### src/rtl/pixel_proc_node.sv
`timescale 1ns/1ps
`default_nettype none
// ============================================================================
// Module   : pixel_proc_node
// Purpose  : NoC processing element. It accepts one flit per packet, applies
//            a run-time selected per-pixel operation to every pixel lane, and
//            rewrites the header so the result goes to a fixed collector node.
//            Results are queued in an internal first-word-fall-through FIFO
//            that applies real backpressure to the router.
//
// Flit layout (LSB first):
//   [X_SIZE-1:0]          destination X   (rewritten to DST_X)
//   [+Y_SIZE]             destination Y   (rewritten to DST_Y)
//   [+PCK_NUM]            packet number   (copied unchanged)
//   [+ITER*PIX_W]         pixel lanes, lane 0 lowest
//   [TOTAL_WIDTH-1:...]   spare, driven 0 on output
//
// Ports:
//   clk, rst      clock, synchronous active-high reset
//   i_data        inbound flit
//   i_valid       inbound flit valid
//   o_ready       node can take a flit this cycle (registered state only)
//   o_data        outbound flit = FIFO head (0 while o_valid=0)
//   o_valid       outbound flit valid
//   i_ready       downstream accepts o_data this cycle
//   i_mode        0=invert, 1=pass, 2=threshold, 3=saturating add
//   i_param       threshold / addend, sampled with each accepted flit
//   o_rx_count    flits accepted  (statistics build only, else 0)
//   o_tx_count    flits delivered (statistics build only, else 0)
//
// Build option: define PIXEL_NODE_STATS_EN to build the rx/tx counters.
// FIFO_DEPTH must be a power of two and at least 2.
//
// Revision : 1.0 - initial parametrised release
// ============================================================================
module pixel_proc_node #(
    parameter int X_SIZE      = 4,
    parameter int Y_SIZE      = 4,
    parameter int PCK_NUM     = 8,
    parameter int PIX_W       = 8,
    parameter int ITER        = 4,
    parameter int TOTAL_WIDTH = 48,
    parameter int FIFO_DEPTH  = 8,
    parameter int DST_X       = 0,
    parameter int DST_Y       = 0
) (
    input  logic                   clk,
    input  logic                   rst,
    input  logic [TOTAL_WIDTH-1:0] i_data,
    input  logic                   i_valid,
    output logic                   o_ready,
    output logic [TOTAL_WIDTH-1:0] o_data,
    output logic                   o_valid,
    input  logic                   i_ready,
    input  logic [1:0]             i_mode,
    input  logic [PIX_W-1:0]       i_param,
    output logic [31:0]            o_rx_count,
    output logic [31:0]            o_tx_count
);

    // ------------------------------------------------------------------------
    // Field positions and FIFO sizing
    // ------------------------------------------------------------------------
    localparam int c_HDR_W   = X_SIZE + Y_SIZE;
    localparam int c_PCK_LSB = c_HDR_W;
    localparam int c_PIX_LSB = c_HDR_W + PCK_NUM;
    localparam int c_PIX_END = c_PIX_LSB + ITER * PIX_W;
    localparam int c_PTR_W   = $clog2(FIFO_DEPTH);
    localparam int c_CNT_W   = $clog2(FIFO_DEPTH + 1);

    localparam logic [c_CNT_W-1:0] c_DEPTH_CNT = c_CNT_W'(FIFO_DEPTH);
    localparam logic [X_SIZE-1:0]  c_DST_X     = X_SIZE'(DST_X);
    localparam logic [Y_SIZE-1:0]  c_DST_Y     = Y_SIZE'(DST_Y);

    localparam logic [1:0] c_MODE_INV  = 2'd0;
    localparam logic [1:0] c_MODE_PASS = 2'd1;
    localparam logic [1:0] c_MODE_THR  = 2'd2;

    localparam logic [PIX_W-1:0] c_PIX_ONES = {PIX_W{1'b1}};
    localparam logic [PIX_W-1:0] c_PIX_ZERO = {PIX_W{1'b0}};

    // ------------------------------------------------------------------------
    // Declarations
    // ------------------------------------------------------------------------
    logic                   w_accept;
    logic                   w_push;
    logic                   w_pop;
    logic [c_CNT_W-1:0]     w_occupancy;
    logic [TOTAL_WIDTH-1:0] w_flit_proc;

    logic                   r_stage_valid;
    logic [TOTAL_WIDTH-1:0] r_stage_data;

    logic [TOTAL_WIDTH-1:0] r_mem [FIFO_DEPTH];
    logic [c_PTR_W-1:0]     r_wr_ptr;
    logic [c_PTR_W-1:0]     r_rd_ptr;
    logic [c_CNT_W-1:0]     r_count;

    // The incoming routing coordinates are replaced, so they are never read.
    logic                   w_unused_hdr;
    assign w_unused_hdr = ^i_data[c_HDR_W-1:0];

    // ------------------------------------------------------------------------
    // Handshake
    // ------------------------------------------------------------------------
    // The stage register always drains into the FIFO on the following edge,
    // so a flit sitting in it already owns a FIFO slot. Counting it here is
    // what guarantees the unconditional stage-to-FIFO write never overflows.
    assign w_occupancy = r_count + c_CNT_W'(r_stage_valid);
    assign o_ready     = (w_occupancy < c_DEPTH_CNT);
    assign w_accept    = i_valid & o_ready;

    assign o_valid     = (r_count != '0);
    assign w_pop       = o_valid & i_ready;
    assign w_push      = r_stage_valid;

    // ------------------------------------------------------------------------
    // Header rewrite: send to the collector, keep the packet number
    // ------------------------------------------------------------------------
    assign w_flit_proc[X_SIZE-1:0]             = c_DST_X;
    assign w_flit_proc[c_HDR_W-1:X_SIZE]       = c_DST_Y;
    assign w_flit_proc[c_PIX_LSB-1:c_PCK_LSB]  = i_data[c_PIX_LSB-1:c_PCK_LSB];

    generate
        if (TOTAL_WIDTH > c_PIX_END) begin : g_spare
            logic w_unused_spare;
            assign w_unused_spare = ^i_data[TOTAL_WIDTH-1:c_PIX_END];
            assign w_flit_proc[TOTAL_WIDTH-1:c_PIX_END] = '0;
        end
    endgenerate

    // ------------------------------------------------------------------------
    // Per-lane pixel operation. Mode and parameter are used combinationally
    // at accept time and the result is registered, so later changes to
    // i_mode / i_param cannot affect a flit already in flight.
    // ------------------------------------------------------------------------
    generate
        for (genvar k = 0; k < ITER; k++) begin : g_lane
            logic [PIX_W-1:0] w_pix;
            logic [PIX_W:0]   w_sum;
            logic [PIX_W-1:0] w_res;

            assign w_pix = i_data[c_PIX_LSB + k*PIX_W +: PIX_W];
            // One extra bit catches the carry so the add clamps instead of
            // wrapping.
            assign w_sum = {1'b0, w_pix} + {1'b0, i_param};

            always_comb begin
                w_res = w_pix;
                case (i_mode)
                    c_MODE_INV:  w_res = ~w_pix;
                    c_MODE_PASS: w_res = w_pix;
                    c_MODE_THR:  w_res = (w_pix >= i_param) ? c_PIX_ONES
                                                            : c_PIX_ZERO;
                    default:     w_res = w_sum[PIX_W] ? c_PIX_ONES
                                                      : w_sum[PIX_W-1:0];
                endcase
            end

            assign w_flit_proc[c_PIX_LSB + k*PIX_W +: PIX_W] = w_res;
        end
    endgenerate

    // ------------------------------------------------------------------------
    // Stage 1: processed flit register
    // ------------------------------------------------------------------------
    always_ff @(posedge clk) begin
        if (rst) begin
            r_stage_valid <= 1'b0;
        end else begin
            r_stage_valid <= w_accept;
        end
    end

    // Data is qualified by r_stage_valid, so it needs no reset.
    always_ff @(posedge clk) begin
        if (w_accept) begin
            r_stage_data <= w_flit_proc;
        end
    end

    // ------------------------------------------------------------------------
    // Stage 2: first-word-fall-through FIFO
    // ------------------------------------------------------------------------
    always_ff @(posedge clk) begin
        if (w_push) begin
            r_mem[r_wr_ptr] <= r_stage_data;
        end
    end

    // Pointers are exactly log2(depth) bits and wrap on their own; fullness
    // is tracked by the separate count, which spans 0..FIFO_DEPTH.
    always_ff @(posedge clk) begin
        if (rst) begin
            r_wr_ptr <= '0;
            r_rd_ptr <= '0;
            r_count  <= '0;
        end else begin
            if (w_push) begin
                r_wr_ptr <= r_wr_ptr + c_PTR_W'(1);
            end
            if (w_pop) begin
                r_rd_ptr <= r_rd_ptr + c_PTR_W'(1);
            end
            case ({w_push, w_pop})
                2'b10:   r_count <= r_count + c_CNT_W'(1);
                2'b01:   r_count <= r_count - c_CNT_W'(1);
                default: r_count <= r_count;
            endcase
        end
    end

    // Head is gated so the output reads 0 whenever nothing is valid
    // (including straight after reset, when the array is uninitialised).
    assign o_data = o_valid ? r_mem[r_rd_ptr] : '0;

    // ------------------------------------------------------------------------
    // Optional traffic statistics
    // ------------------------------------------------------------------------
`ifdef PIXEL_NODE_STATS_EN
    logic [31:0] r_rx_count;
    logic [31:0] r_tx_count;

    always_ff @(posedge clk) begin
        if (rst) begin
            r_rx_count <= '0;
            r_tx_count <= '0;
        end else begin
            if (w_accept) begin
                r_rx_count <= r_rx_count + 32'd1;
            end
            if (w_pop) begin
                r_tx_count <= r_tx_count + 32'd1;
            end
        end
    end

    assign o_rx_count = r_rx_count;
    assign o_tx_count = r_tx_count;
`else
    assign o_rx_count = 32'd0;
    assign o_tx_count = 32'd0;
`endif

endmodule
`default_nettype wire

### config.mk
export PLATFORM = sky130hd
export DESIGN_NAME = pixel_proc_node
export DESIGN_NICKNAME = d
export VERILOG_FILES = /design/src/rtl/pixel_proc_node.sv
export SDC_FILE = /design/constraint.sdc
export NUM_CORES = 1
export LEC_CHECK = 0
export CORE_MARGIN = 3
export CORE_UTILIZATION = 50
export DETAILED_ROUTE_END_ITERATION = 8
export HOLD_SLACK_MARGIN = 0.12
export PLACE_DENSITY = 0.72
export SYNTH_ARGS = -nofsm -noshare
export SYNTH_HDL_FRONTEND = slang
export SYNTH_SLANG_ARGS = --single-unit
### constraint.sdc
create_clock -name clk -period 4.8 [get_ports clk]
set_input_delay 0.96 -clock clk [delete_from_list [all_inputs] [get_ports clk]]
set_output_delay 0.96 -clock clk [all_outputs]
set_load 0.03 [all_outputs]
* After elaboration in Yosys (flattened, before gate mapping)
Memories as Yosys holds them, arrays and structs flattened. A register that Yosys moved wholly into a read port is not among the register bits. Index checks and enable logic that the tools add are counted.
Operators by class: add/sub/neg operators 9, order comparisons 5, equality and inequality tests 4, mux-type cells 18, bitwise operators 6, reductions and logical operators 3
Operators by type and width (count):
- one-hot mux 8 bit (3 select lines) | 4
- two-way mux 8 bit | 8
- two-way mux 48 bit | 1
- adder 8 x 8 -> 9 bit | 4
- >= comparator 8 bit | 4
- inverter 8 bit | 4
- one-hot mux 4 bit (2 select lines) | 1
- adder 3 x 1 -> 3 bit (second input constant) | 2
- two-way mux 3 bit | 2
- adder 4 x 1 -> 4 bit | 1
- adder 4 x 1 -> 4 bit (second input constant) | 1
- equality test 2 x 1 -> 1 bit (second input constant) | 2
- equality test 2 bit (second input constant) | 2
- less-than comparator 4 bit (second input constant) | 1
- nonzero test 4 bit | 1
- subtractor 4 x 1 -> 4 bit (second input constant) | 1
- bitwise AND 1 bit | 2
- zero test 2 bit | 1
- two-way mux 1 bit | 2
- nonzero test 2 bit | 1
Storage, ports and cells: register bits after elaboration 51, memory bits (writable) 320, bits of input ports 62, word-level logic and storage cells 51, memories 1
Memory list:
- r_mem | words 8, width 40, rd ports 1, clocked after Yosys merged registers in 1, write ports 1, line 94 | logic [TOTAL_WIDTH-1:0] r_mem [FIFO_DEPTH];

* Logic depth before layout (Yosys ltp)
Gate-level depths: netlist of run 1.
depth after elaboration 4, gate-level depth with buffers 11, gate-level depth less buffers 10

* Worst setup path before layout of run 1
OpenSTA, ideal clock, no wires.
kind register to register, from register r_stage_valid, to memory r_mem[0][0] (netlist bit) (enable), library setup time 487 ps, arrival time 3417 ps, required time 4313 ps, path slack 896 ps, stages on the path, launching flop included 4, buffers on the path 1, clock period less this slack 3904 ps, path through dfxtp_1 -> clkbuf_1 -> nand2b_1 -> nor3_1
Between the ends: longest elaborated chain between the ends 2
Ends and longest elaborated chain:
- start: declaration | line 91 | logic r_stage_valid;
- start signal: assignment | line 171 | r_stage_valid <= w_accept;
- two-way mux 1 bit | line 186 | if (w_push) begin
- two-way mux 1 bit (not written as such) | line 187 | r_mem[r_wr_ptr] <= r_stage_data;
- end: declaration | line 94
Every way passes these cells.

==> results.txt, run 1 <==
The largest clock skew in the final design is 0.0159 ns. Timing would allow up to 0.246 GHz. The clock tree from TritonCTS is yes. The proportion of synthesized flip-flops having asynchronous set or reset came out at 0%. The run finished with clean final reports.

The cell with the biggest individual delay on the critical path is dfxtp_4. The leakage power of the design came out at 6.65 nW. The total number of vias is 9373. The required time of the critical path is 3.84 ns. The area taken by flip-flops and latches is 0.0111 mm^2. The half-perimeter wire length after placement is about 22000 um.

The deepest clock path buffer count came out at 3. The nature of the critical path endpoint is an output pin. The worst path needs 4.06 ns of the cycle, external delays included. For this design the ratio of total power to cell area is 461 mW/mm^2. edfxtp_1 is the most common cell in the netlist.

After floorplanning, the core was divided into 67 placement rows. The final period utilization came out at 84.6%. The final count of pins violating max slew came out at 0.

The largest single stage delay on the critical path is between 0.7 and 0.8 ns. The pin count of the biggest net entering global routing is 66. The post-synthesis cell type count is 49.

The core region area came out at 0.0338 mm^2. The number of inserted diodes is 0. The total global routing overflow is 0. The arrival time of the worst setup path came out at 3.10 ns. The number of H-tree levels came out at 2.

Traced cell by cell, the critical path runs through buf_4 -> mux4_2 -> mux2i_1 -> nor2_1 -> clkdlybuf4s50_1. The slew at the pin closest to its max-slew limit is 0.864 ns. On the final layout, the worst hold slack is 0.529 ns. The buffer and inverter count on the worst path is 2. In this design, the largest share of critical-path delay is due to buffers and inverters. For this run, design rule violations remaining after detail routing come to 0. The cts-stage hold buffer count is 0. The final total negative setup slack is 0 ns. Using the TritonRoute via totals, the vias-per-cell ratio works out to 5.59. The mean post-synth cell area is 15.8 um^2.

The global-route wire length before repair is 54600 um. The relative slew slack came out at 42.3%. Setup repair after global routing left no endpoint under its margin.

Summing all multi-input logic gate instances after layout gives around 0.0057 mm^2. Counting instances in the post-synthesis netlist gives the leading cell types as edfxtp_1, mux4_2, nor2_1. The min-delay analysis places its worst path in the category reg2reg.

The cell count after synthesis came out at about 1100. The highest fanout seen on the critical path is 26. The total die area is ~0.037 mm^2.

The global placer's final weighted congestion is 0.873. During I/O placement, the number of pins put on the boundary was 176. The first routing iteration left 835 violations. Yosys attributes the largest share of cell area to edfxtp_1, mux4_2, ha_1. The die extent in y came out at around 190 um.

The clock transition time at the flip-flop clock pins of the worst setup and hold paths came out at 0.06 ns. The proportion of layout cells with a drive suffix above 1 came out at 14.6%. The count of input and output buffers came out at 95. At the end of the flow, the number of nets in the layout was 1337.

The number of antenna violations at the first check in global routing came out at 0. The starting utilization of the core area came out at 51.0%. Once detail routing completed, the nets flagged for antenna violations numbered 0. The number of filler instances in the final layout came out at around 2600. The least setup slack across all paths after layout is 0.737 ns. The proportion of netlist area held by the largest area contributor came out at a little over three fifths. The number of storage elements in the synthesis netlist is 374. Dividing the detail-routed wire length by the instance count gives 21.3 um. The area growth from synthesis to layout is 14.5%. The via count of the first global-routing pass is ~9300. The worst setup path is of the reg2out kind.

Of all cell types, the one taking the most synthesized area is edfxtp_1. Counting every sink on the clock net gives 374. The routed design has 35800 um of wire. The horizontal die dimension is 192 um. The most used flip-flop cell after synthesis is edfxtp_1. Cells fill 58.4% of the core in the end. The setup violation total in the final timing report came out at 0. The number of iterations in the first detailed-routing pass is 7. Global routing used approximately a fifth of the available tracks. The sequential area share after synthesis came out at around 64%.

The post-synthesis instance area is 0.0172 mm^2. The worst slack at placement is ~0.75 ns. For the worst-skew pair, the clock arrives at the later sink with an insertion delay of roughly 0.52 ns.

The post-CTS setup-driven buffer insertion count came out at 0. The Yosys step of the flow raised 0 warnings. The total power of the final layout is 9.09 mW. The largest voltage drop on the vdd net is 522 uV.

The number of gates resized after CTS is 0. The number of clock buffers inserted by TritonCTS came out at 38. The total count of hold-check failures in the final report was 0. The tool flagged a number of max-cap violations equal to 0. CTS placed an instance of clkbuf_16 at the clock tree root. The number of synthesized flops with an enable pin is 360. The type of origin of the critical path is a register.
-- per-stage QoR --
stage          cells  cell area (um^2)
2_1_floorplan   1159             17500
3_3_place_gp    1609             18600
3_5_place_dp    1609             18600
4_1_cts         1678             19700
5_1_grt         1678             19700
6_report        1678             19700
-- final timing paths --
kind	from	end	slack [ns]	cells after the start
max	register	o_data[16]	0.74	5
max reg2reg	r_count[0]$_SDFFE_PP0P_	r_count[3]$_SDFFE_PP0P_	1.86	11
min reg2reg	r_rd_ptr[2]$_SDFFE_PP0N_	register	0.53	2
min	r_rd_ptr[2]$_SDFFE_PP0N_	register	0.53	2
-- routing by layer --
metal | global-route usage (%) | wire length (um) | vias up
li1 | - | - | 4298
met1 | 28.0 | 15500 | 4687
met2 | 32.7 | 17400 | 347
met3 | 2.70 | 2310 | 41
met4 | 4.26 | 524 | 0
met5 | 0 | 0 | -
-- placed cells by master (no fill, tap or decap), types with 8 or more instances in the layout --
cell / n
conb_1: 72
xor2_1: 20
xnor2_1: 11
nor2b_1: 21
clkinv_1: 9
nor3_1: 37
inv_1: 25
ha_1: 69
dfxtp_1: 11
mux2i_1: 42
o221ai_1: 8
nand2b_1: 9
a21oi_1: 41
nor2_1: 74
mux4_2: 80
edfxtp_1: 360
or3_1: 22
o21bai_1: 9
buf_4: 23
clkbuf_16: 38
nand2_1: 11
clkdlybuf4s50_1: 93
o21ai_0: 45
-- power by group --
part	internal [mW]	switching, mW	leakage, nW
registers	3.84	0.200	3.40
logic	0.950	1.34	2.67
clock network	1.58	1.18	0.578
-- state kept, by name, summed over array words and instances, names as in the netlist, named ones only --
signal / cells
r_count: 4
r_mem: 320
r_rd_ptr: 3
r_stage_data: 40
r_stage_valid: 1
r_wr_ptr: 3
-- logic make-up after synthesis --
| group | count (synthesis) | synth area share (%) |
|---|---|---|
| AOI/OAI and AO/OA | 134 | 4.77 |
| xor gates and xnor gates | 31 | 1.57 |
| adders and majority gates | 74 | 5.59 |
| buffers and inverters | 144 | 4.82 |
| DFF | 374 | 64.3 |
| muxes | 122 | 12.9 |
| other | 1 | 0.0217 |
| and+or+nand+nor | 208 | 6.02 |
-- layout make-up --
type	count	share of cell area [%]
Tap cell	448	2.84
Multi-Input combinational cell	641	28.6
Sequential cell	374	56.2
Clock buffer	44	4.93
Inverter	26	0.494
Clock inverter	25	1.00
Timing Repair Buffer	120	5.85
-- tightest hold or removal path, stage by stage (launching register included) --
cell and delay (ns):
dfxtp_1 0.32, xor2_1 0.07, nor2_1 0.11
No activity file was read; power rests on OpenSTA's default activity.
==> inputs of run 2 (changes only) <==
--- a/config.mk
+++ b/config.mk
@@ -9,7 +9,7 @@
 export CORE_UTILIZATION = 50
 export DETAILED_ROUTE_END_ITERATION = 8
 export HOLD_SLACK_MARGIN = 0.12
-export PLACE_DENSITY = 0.72
+export PLACE_DENSITY = 0.74
 export SYNTH_ARGS = -nofsm -noshare
 export SYNTH_HDL_FRONTEND = slang
 export SYNTH_SLANG_ARGS = --single-unit
==> constraint.sdc (replaced) <==
create_clock -name clk -period 3.4 [get_ports clk]
set_input_delay 0.68 -clock clk [delete_from_list [all_inputs] [get_ports clk]]
set_output_delay 0.68 -clock clk [all_outputs]
set_load 0.03 [all_outputs]
==> run 2 against run 1 <==
Compared with the run above:
- largest cell class unchanged
- sequential power grew 40%
- register-to-register slack lost 1.0 ns
- worst hold slack gained 0.013 ns
- via count grew 0.36%
- clock power grew 29%
- cell count grew 0.77%
- combinational power grew 45%
- utilization grew 0.49 points
- critical endpoint is now o_data[38]
- clock-buffer cell count shrank 2
==> results.txt, run 2 (synthesis results as in run 1) <==
The arrival time of the worst setup path came out at 2.62 ns (was 3.10 ns). The total die area came out at 0.0368 mm^2 (unchanged). The max-capacitance violation count came to 0 (unchanged). The number of top-level design ports is 176 (unchanged). The highest attainable clock frequency is 0.303 GHz. The number of H-tree levels is 2 (unchanged). The half-perimeter wire length after placement came out at 21700 um (was 22100 um). The die extent in y is 192 um (unchanged). The overall routing resource usage is 19.5% (was 19.7%). The flip-flop count of the largest register after layout came out at 320 (unchanged).

The number of antenna violations at the first check in global routing came to 0 (unchanged). The final total negative setup slack is 0 ns (unchanged). The worst slack at placement is 0.0311 ns (was 0.748 ns). The time the worst path needs with I/O delays and setup came out at 3.30 ns. The starting utilization of the core area came out at 51.0% (unchanged). The core region area came out at 0.0338 mm^2 (unchanged). The number of iterations in the first detailed-routing pass came to 5 (was 7). The area growth from synthesis to layout was 15.4% (was 14.5%). The final routed wirelength across all metal layers is 35400 um (was 35800 um). The path class of the lowest-slack min-delay path is reg2reg (unchanged).

The design area was 0.0199 mm^2 (was 0.0197 mm^2). The worst reg2reg path depth was 10 (was 11). The violation count after the first detailed-route iteration came out at 725 (was 835). The pin count of the biggest net entering global routing is 66 (unchanged). The reg-to-reg startpoint is r_count[0]$_SDFFE_PP0P_ (unchanged). The final critical path takes up 97.1% of the cycle. The hold path depth is 2 (unchanged). The nature of the critical path endpoint is an output pin (unchanged). The least setup slack across all paths after layout came to 0.0993 ns (was 0.737 ns). The net total in the final layout came to 1355 (was 1337). The largest voltage drop on the vdd net was 457 uV (was 522 uV). The clock transition time at the flip-flop clock pins of the worst setup and hold paths came out at 0.06 ns (about the same). The power per unit of standard cell area is 631 mW/mm^2 (was 461 mW/mm^2). Run status: complete, no violations (unchanged). The library cell used as clock root buffer is clkbuf_16 (unchanged). The deepest clock path buffer count came to 3 (unchanged).

The setup slack of the worst register-to-register path came out at 0.83 ns (was 1.86 ns). The remaining design rule violation count is 0 (unchanged). Most frequent cells in the layout: edfxtp_1, clkdlybuf4s50_1, mux4_2, nor2_1, conb_1 (unchanged). The placed cell count came out at 1627 (was 1609). The total count of hold-check failures in the final report is 0 (unchanged). The highest fanout seen on the critical path is 34 (was 26). The cell area after placement came out at 0.0188 mm^2 (was 0.0186 mm^2). The total global routing overflow came out at 0 (unchanged). The end point of the most critical hold path is r_wr_ptr[2]$_SDFFE_PP0P_.

The register bank with the most flops was r_mem (unchanged). The final hold slack is 0.542 ns (was 0.529 ns). The number of inserted diodes came out at 0 (unchanged). The number of clock buffers inserted by TritonCTS is 37 (was 38). The number of rows in the core area is 67 (unchanged). The average wire length per cell after detail routing was 20.9 um (was 21.3 um). The total number of vias is 9407 (was 9373). The hold path startpoint is r_wr_ptr[2]$_SDFFE_PP0P_ (was r_rd_ptr[2]$_SDFFE_PP0N_). The relative slew slack came out at 40.6% (was 42.3%). The largest clock skew in the final design came out at 0.0173 ns (was 0.0159 ns).

The leakage power of the design came out at 6.77 nW (was 6.65 nW). Registers with the most flip-flops: r_mem (320), r_stage_data (40), r_count (4) (unchanged). The horizontal die dimension came out at 192 um (unchanged). The total power of the final layout is 12.6 mW (was 9.09 mW). The final count of pins violating max slew came to 0 (unchanged). The most common cell after layout, fill and taps aside was edfxtp_1 (unchanged). The final design utilization came out at 58.9% (was 58.4%). The reg-to-reg endpoint is r_count[3]$_SDFFE_PP0P_ (unchanged). The number of sinks driven by the clock tree is 374 (unchanged). The number of nets with antenna violations after routing is 0 (unchanged). The global placer's final weighted congestion came out at 0.883 (was 0.873).

The clock insertion delay at the later pin of the skew report was 0.51 ns (was 0.52 ns). The type of the worst setup path is reg2out (unchanged). The detail-routed via count per cell came out at 5.56 (was 5.59).

The type of origin of the critical path was a register (unchanged). The required time of the critical path came out at 2.72 ns (was 3.84 ns). The slew at the pin closest to its max-slew limit is 0.882 ns (was 0.864 ns). The via count of the first global-routing pass is 9298 (was 9348). The cts-stage hold buffer count came out at 0 (unchanged). The proportion of layout cells with a drive suffix above 1 is 15.8% (was 14.6%).

The final standard cell count with taps included and fillers excluded came out at 1691 (was 1678). The clock tree from TritonCTS was yes (unchanged). The count of input and output buffers came out at 95 (unchanged). The global-route wire length before repair came out at 54300 um (was 54600 um). The setup violation total in the final timing report came out at 0 (unchanged).
## run 2: cell count changes in the layout (fill, tap and decap cells not counted), sizes merged
cell / change
clkdlybuf4s50: -11
clkinv: -1
clkbuf: -1
buf: +21
clkinvlp: +2
bufinv: -2
inv: -3
dlygate4sd2: +6
dlymetal6s2s: +2
## run 2: timing repair
item | 4_1_cts | 5_1_grt
cloned | 0 | 1
gates resized for setup | 7 | 3
setup buffers | 0 | 0
endpoints found under the setup margin | 8 | 10
## run 2: final cells by class
class | instances | area [um^2]
Clock buffer | 42 | 945
Clock inverter | 21 | 101
Fill cell | 2477 | 13900
Inverter | 26 | 97.6
Multi-Input combinational cell | 641 | 5670
Sequential cell | 374 | 11100
Tap cell | 448 | 561
Timing Repair Buffer | 139 | 1430
## run 2: how the worst max path moves through the flow
stage | from | end
5_1_grt | register | o_data[22]
3_3_place_gp | i_data[40] | r_stage_data[40]$_DFFE_PP_
4_1_cts | register | o_data[37]
2_1_floorplan | r_stage_valid$_SDFF_PP0_ | r_mem[3][0]$_DFFE_PP_
3_5_place_dp | i_data[40] | r_stage_data[40]$_DFFE_PP_
6_report | register | o_data[38]
## run 2: routing by layer
| metal | global-route usage [%] | vias up | share of wire [%] |
|---|---|---|---|
| met1 | 27.9 | 4696 | 44 |
| met5 | 0 | - | 0 |
| li1 | - | 4320 | - |
| met4 | 4.52 | 0 | 1.6 |
| met2 | 32.1 | 345 | 48 |
| met3 | 2.90 | 46 | 6.8 |
## run 2: report_power, final
group          total, mW  internal, mW  switching [mW]
clock               3.57          1.99            1.58
combinational       3.32          1.36            1.97
sequential          5.66          5.42           0.243
## run 2: worst max-delay path, cell delays in order (launching register included)
cell and delay [ns]:
dfxtp_4 0.42, buf_16 0.27, mux4_2 0.53, mux2i_1 0.15
nor2_1 0.09, clkdlybuf4s50_1 0.65
==> inputs of run 3 (changes only) <==
--- a/config.mk
+++ b/config.mk
@@ -9,7 +9,8 @@
 export CORE_UTILIZATION = 50
 export DETAILED_ROUTE_END_ITERATION = 8
 export HOLD_SLACK_MARGIN = 0.12
-export PLACE_DENSITY = 0.74
+export PLACE_DENSITY = 0.72
+export SLEW_MARGIN = 30
 export SYNTH_ARGS = -nofsm -noshare
 export SYNTH_HDL_FRONTEND = slang
 export SYNTH_SLANG_ARGS = --single-unit
==> constraint.sdc (replaced) <==
create_clock -name clk -period 3.2 [get_ports clk]
set_input_delay 0.64 -clock clk [delete_from_list [all_inputs] [get_ports clk]]
set_output_delay 0.64 -clock clk [all_outputs]
set_load 0.03 [all_outputs]
==> run 3 against run 2 <==
Compared with the run above:
- via count grew 1.1%
- clock-buffer cell count is 12 higher
- final area is 1.2% higher
- setup slack better by 0.010 ns
- sequential share of layout area is 0.69 points lower
- non-clock buffer count up 21
- sequential power grew 6.4%
- global-route usage about the same
- sequential cell count unchanged
- clock power rose by 24%
- power up 10%
- die area is the same
- critical path type unchanged
==> results.txt, run 3 (synthesis results as in run 1) <==
The type of origin of the critical path is a register (unchanged). The relative slew slack came out at 49.8% (was 40.6%). The average wire length per cell after detail routing is 20.7 um (was 20.9 um).

The number of clock buffers inserted by TritonCTS was 39 (was 37). The starting utilization of the core area came out at 51.0% (unchanged). The most common cell after layout, fill and taps aside is edfxtp_1 (unchanged). The area growth from synthesis to layout came out at 16.8% (was 15.4%). The library cell used as clock root buffer is clkbuf_16 (unchanged). The detail-routed via count per cell came out at 5.52 (was 5.56).

The worst slack at placement came out at -0.130 ns (was 0.0311 ns). The pin count of the biggest net entering global routing came out at 66 (unchanged). The number of iterations in the first detailed-routing pass is 5 (unchanged).

The required time of the critical path came out at 2.56 ns (was 2.72 ns). The clock insertion delay at the later pin of the skew report is 0.52 ns (was 0.51 ns). The number of nets with antenna violations after routing is 0 (unchanged). The design area is 0.0201 mm^2 (was 0.0199 mm^2).

The via count of the first global-routing pass came out at 9552 (was 9298). The number of antenna violations at the first check in global routing came to 1 (was 0). The register bank with the most flops is r_mem (unchanged). The number of sinks driven by the clock tree is 374 (unchanged).

The violation count after the first detailed-route iteration was 839 (was 725). The number of top-level design ports came out at 176 (unchanged). The type of the worst setup path is reg2out (unchanged). The deepest clock path buffer count came out at 3 (unchanged). The proportion of layout cells with a drive suffix above 1 came out at 18.0% (was 15.8%). The net total in the final layout came out at 1378 (was 1355). The core region area came out at 0.0338 mm^2 (unchanged). The cts-stage hold buffer count is 0 (unchanged).

The path class of the lowest-slack min-delay path is reg2reg (unchanged). The number of H-tree levels came out at 2 (unchanged). The total number of vias came out at 9507 (was 9407). The flip-flop count of the largest register after layout was 320 (unchanged). Run status: complete, no violations (unchanged).

Registers with the most flip-flops: r_mem (320), r_stage_data (40), r_count (4) (unchanged). The half-perimeter wire length after placement came to 22000 um (was 21700 um). The final standard cell count with taps included and fillers excluded is 1721 (was 1691). Most frequent cells in the layout: edfxtp_1, mux4_2, nor2_1, conb_1 (was edfxtp_1, clkdlybuf4s50_1, mux4_2, nor2_1, conb_1). The total power of the final layout is 13.8 mW (was 12.6 mW). The leakage power of the design was 7.00 nW (was 6.77 nW). The final design utilization came to 59.6% (was 58.9%). Cells along the critical path: mux4_2 -> mux2i_1 -> nor2_1 -> clkdlybuf4s50_1 (was buf_16 -> mux4_2 -> mux2i_1 -> nor2_1 -> clkdlybuf4s50_1). The buffer and inverter count on the worst path came out at 1 (was 2). The final total negative setup slack came to 0 ns (unchanged). The least setup slack across all paths after layout came out at 0.110 ns (was 0.0993 ns).

The total global routing overflow came out at 0 (unchanged). The number of rows in the core area is 67 (unchanged). The die extent in y was 192 um (unchanged). The final routed wirelength across all metal layers is 35700 um (was 35400 um). The time the worst path needs with I/O delays and setup is around 3 ns. The cell with the biggest individual delay on the critical path is clkdlybuf4s50_1 (unchanged). The largest voltage drop on the vdd net came out at 702 uV (was 457 uV). Setup repair after global routing left no endpoint under its margin. The final count of pins violating max slew came out at 0 (unchanged). The global placer's final weighted congestion came to 0.869 (was 0.883). The placed cell count is 1648 (was 1627). The arrival time of the worst setup path was 2.45 ns (was 2.62 ns). Of the available clock period, the critical path in the final layout requires 96.6%. The overall routing resource usage is 19.5% (about the same).

The slew at the pin closest to its max-slew limit is 0.753 ns (was 0.882 ns). The final hold slack came to 0.538 ns (was 0.542 ns). The nature of the critical path endpoint was an output pin (unchanged). The clock transition time at the flip-flop clock pins of the worst setup and hold paths is 0.06 ns (about the same). The largest clock skew in the final design was 0.0191 ns (was 0.0173 ns).

The number of filler instances in the final layout is 2481 (was 2477). The cell class contributing the biggest share of worst-path delay was multiplexers (was buffers and inverters). The total count of hold-check failures in the final report is 0 (unchanged). The power per unit of standard cell area is 686 mW/mm^2 (was 631 mW/mm^2). The number of inserted diodes came out at 0 (unchanged). The remaining design rule violation count came out at 0 (unchanged). The global-route wire length before repair came out at 54700 um (was 54300 um).

The max-capacitance violation count was 0 (unchanged). The highest fanout seen on the critical path is 9 (was 34). The highest attainable clock frequency is 0.324 GHz. The total die area is 0.0368 mm^2 (unchanged). The setup violation total in the final timing report came to 0 (unchanged). The biggest cell delay along the critical path came out at 0.60 ns (was 0.65 ns). The clock tree from TritonCTS is yes (unchanged). The cell area after placement was 0.0189 mm^2 (was 0.0188 mm^2). The count of input and output buffers came out at 95 (unchanged). The horizontal die dimension was 192 um (unchanged).
==> run 3: cell type report <==
cell class	instances	area [um^2]	share of cell area [%]
clock inverters	18	206	1.02
clock buffers	54	1050	5.23
repair buffers	160	1470	7.27
multi-input cells	641	5670	28.1
inverters	26	97.6	0.484
flip-flops and latches	374	11100	55.1
well taps	448	561	2.78
==> run 3: where the power goes <==
part / switching (mW) / total, mW / internal (mW)
logic: 2.04 / 3.39 / 1.34
registers: 0.264 / 6.02 / 5.76
clock network: 1.77 / 4.41 / 2.64
==> run 3: path summary, 6_finish.rpt <==
path,from,slack [ns],end,cells past startpoint
max,register,0.11,o_data[28],4
min,r_wr_ptr[2]$_SDFFE_PP0P_,0.54,r_wr_ptr[2]$_SDFFE_PP0P_,2
max reg2reg,r_count[0]$_SDFFE_PP0P_,0.66,r_count[3]$_SDFFE_PP0P_,10
min reg2reg,r_wr_ptr[2]$_SDFFE_PP0P_,0.54,r_wr_ptr[2]$_SDFFE_PP0P_,2
==> run 3: per-layer routing <==
metal / vias to the layer above / share of wire (%) / track usage (%)
met5: - / 0.031 / 0
met4: 2 / 1.5 / 4.88
met3: 46 / 6.5 / 2.83
met2: 351 / 49 / 32.2
met1: 4733 / 43 / 27.7
li1: 4375 / - / -
==> run 3: tightest hold or removal path: cells and delay by family (launching register included) <==
family,cells,cell delay [ns]
and+or+nand+nor,1,0.07
xor gates and xnor gates,1,0.07
DFF,1,0.36
==> run 3: repair_timing <==
item	CTS	global route
buffers inserted	0	1
cloned	0	0
gates resized for setup	26	2
endpoints found under the setup margin	33	3
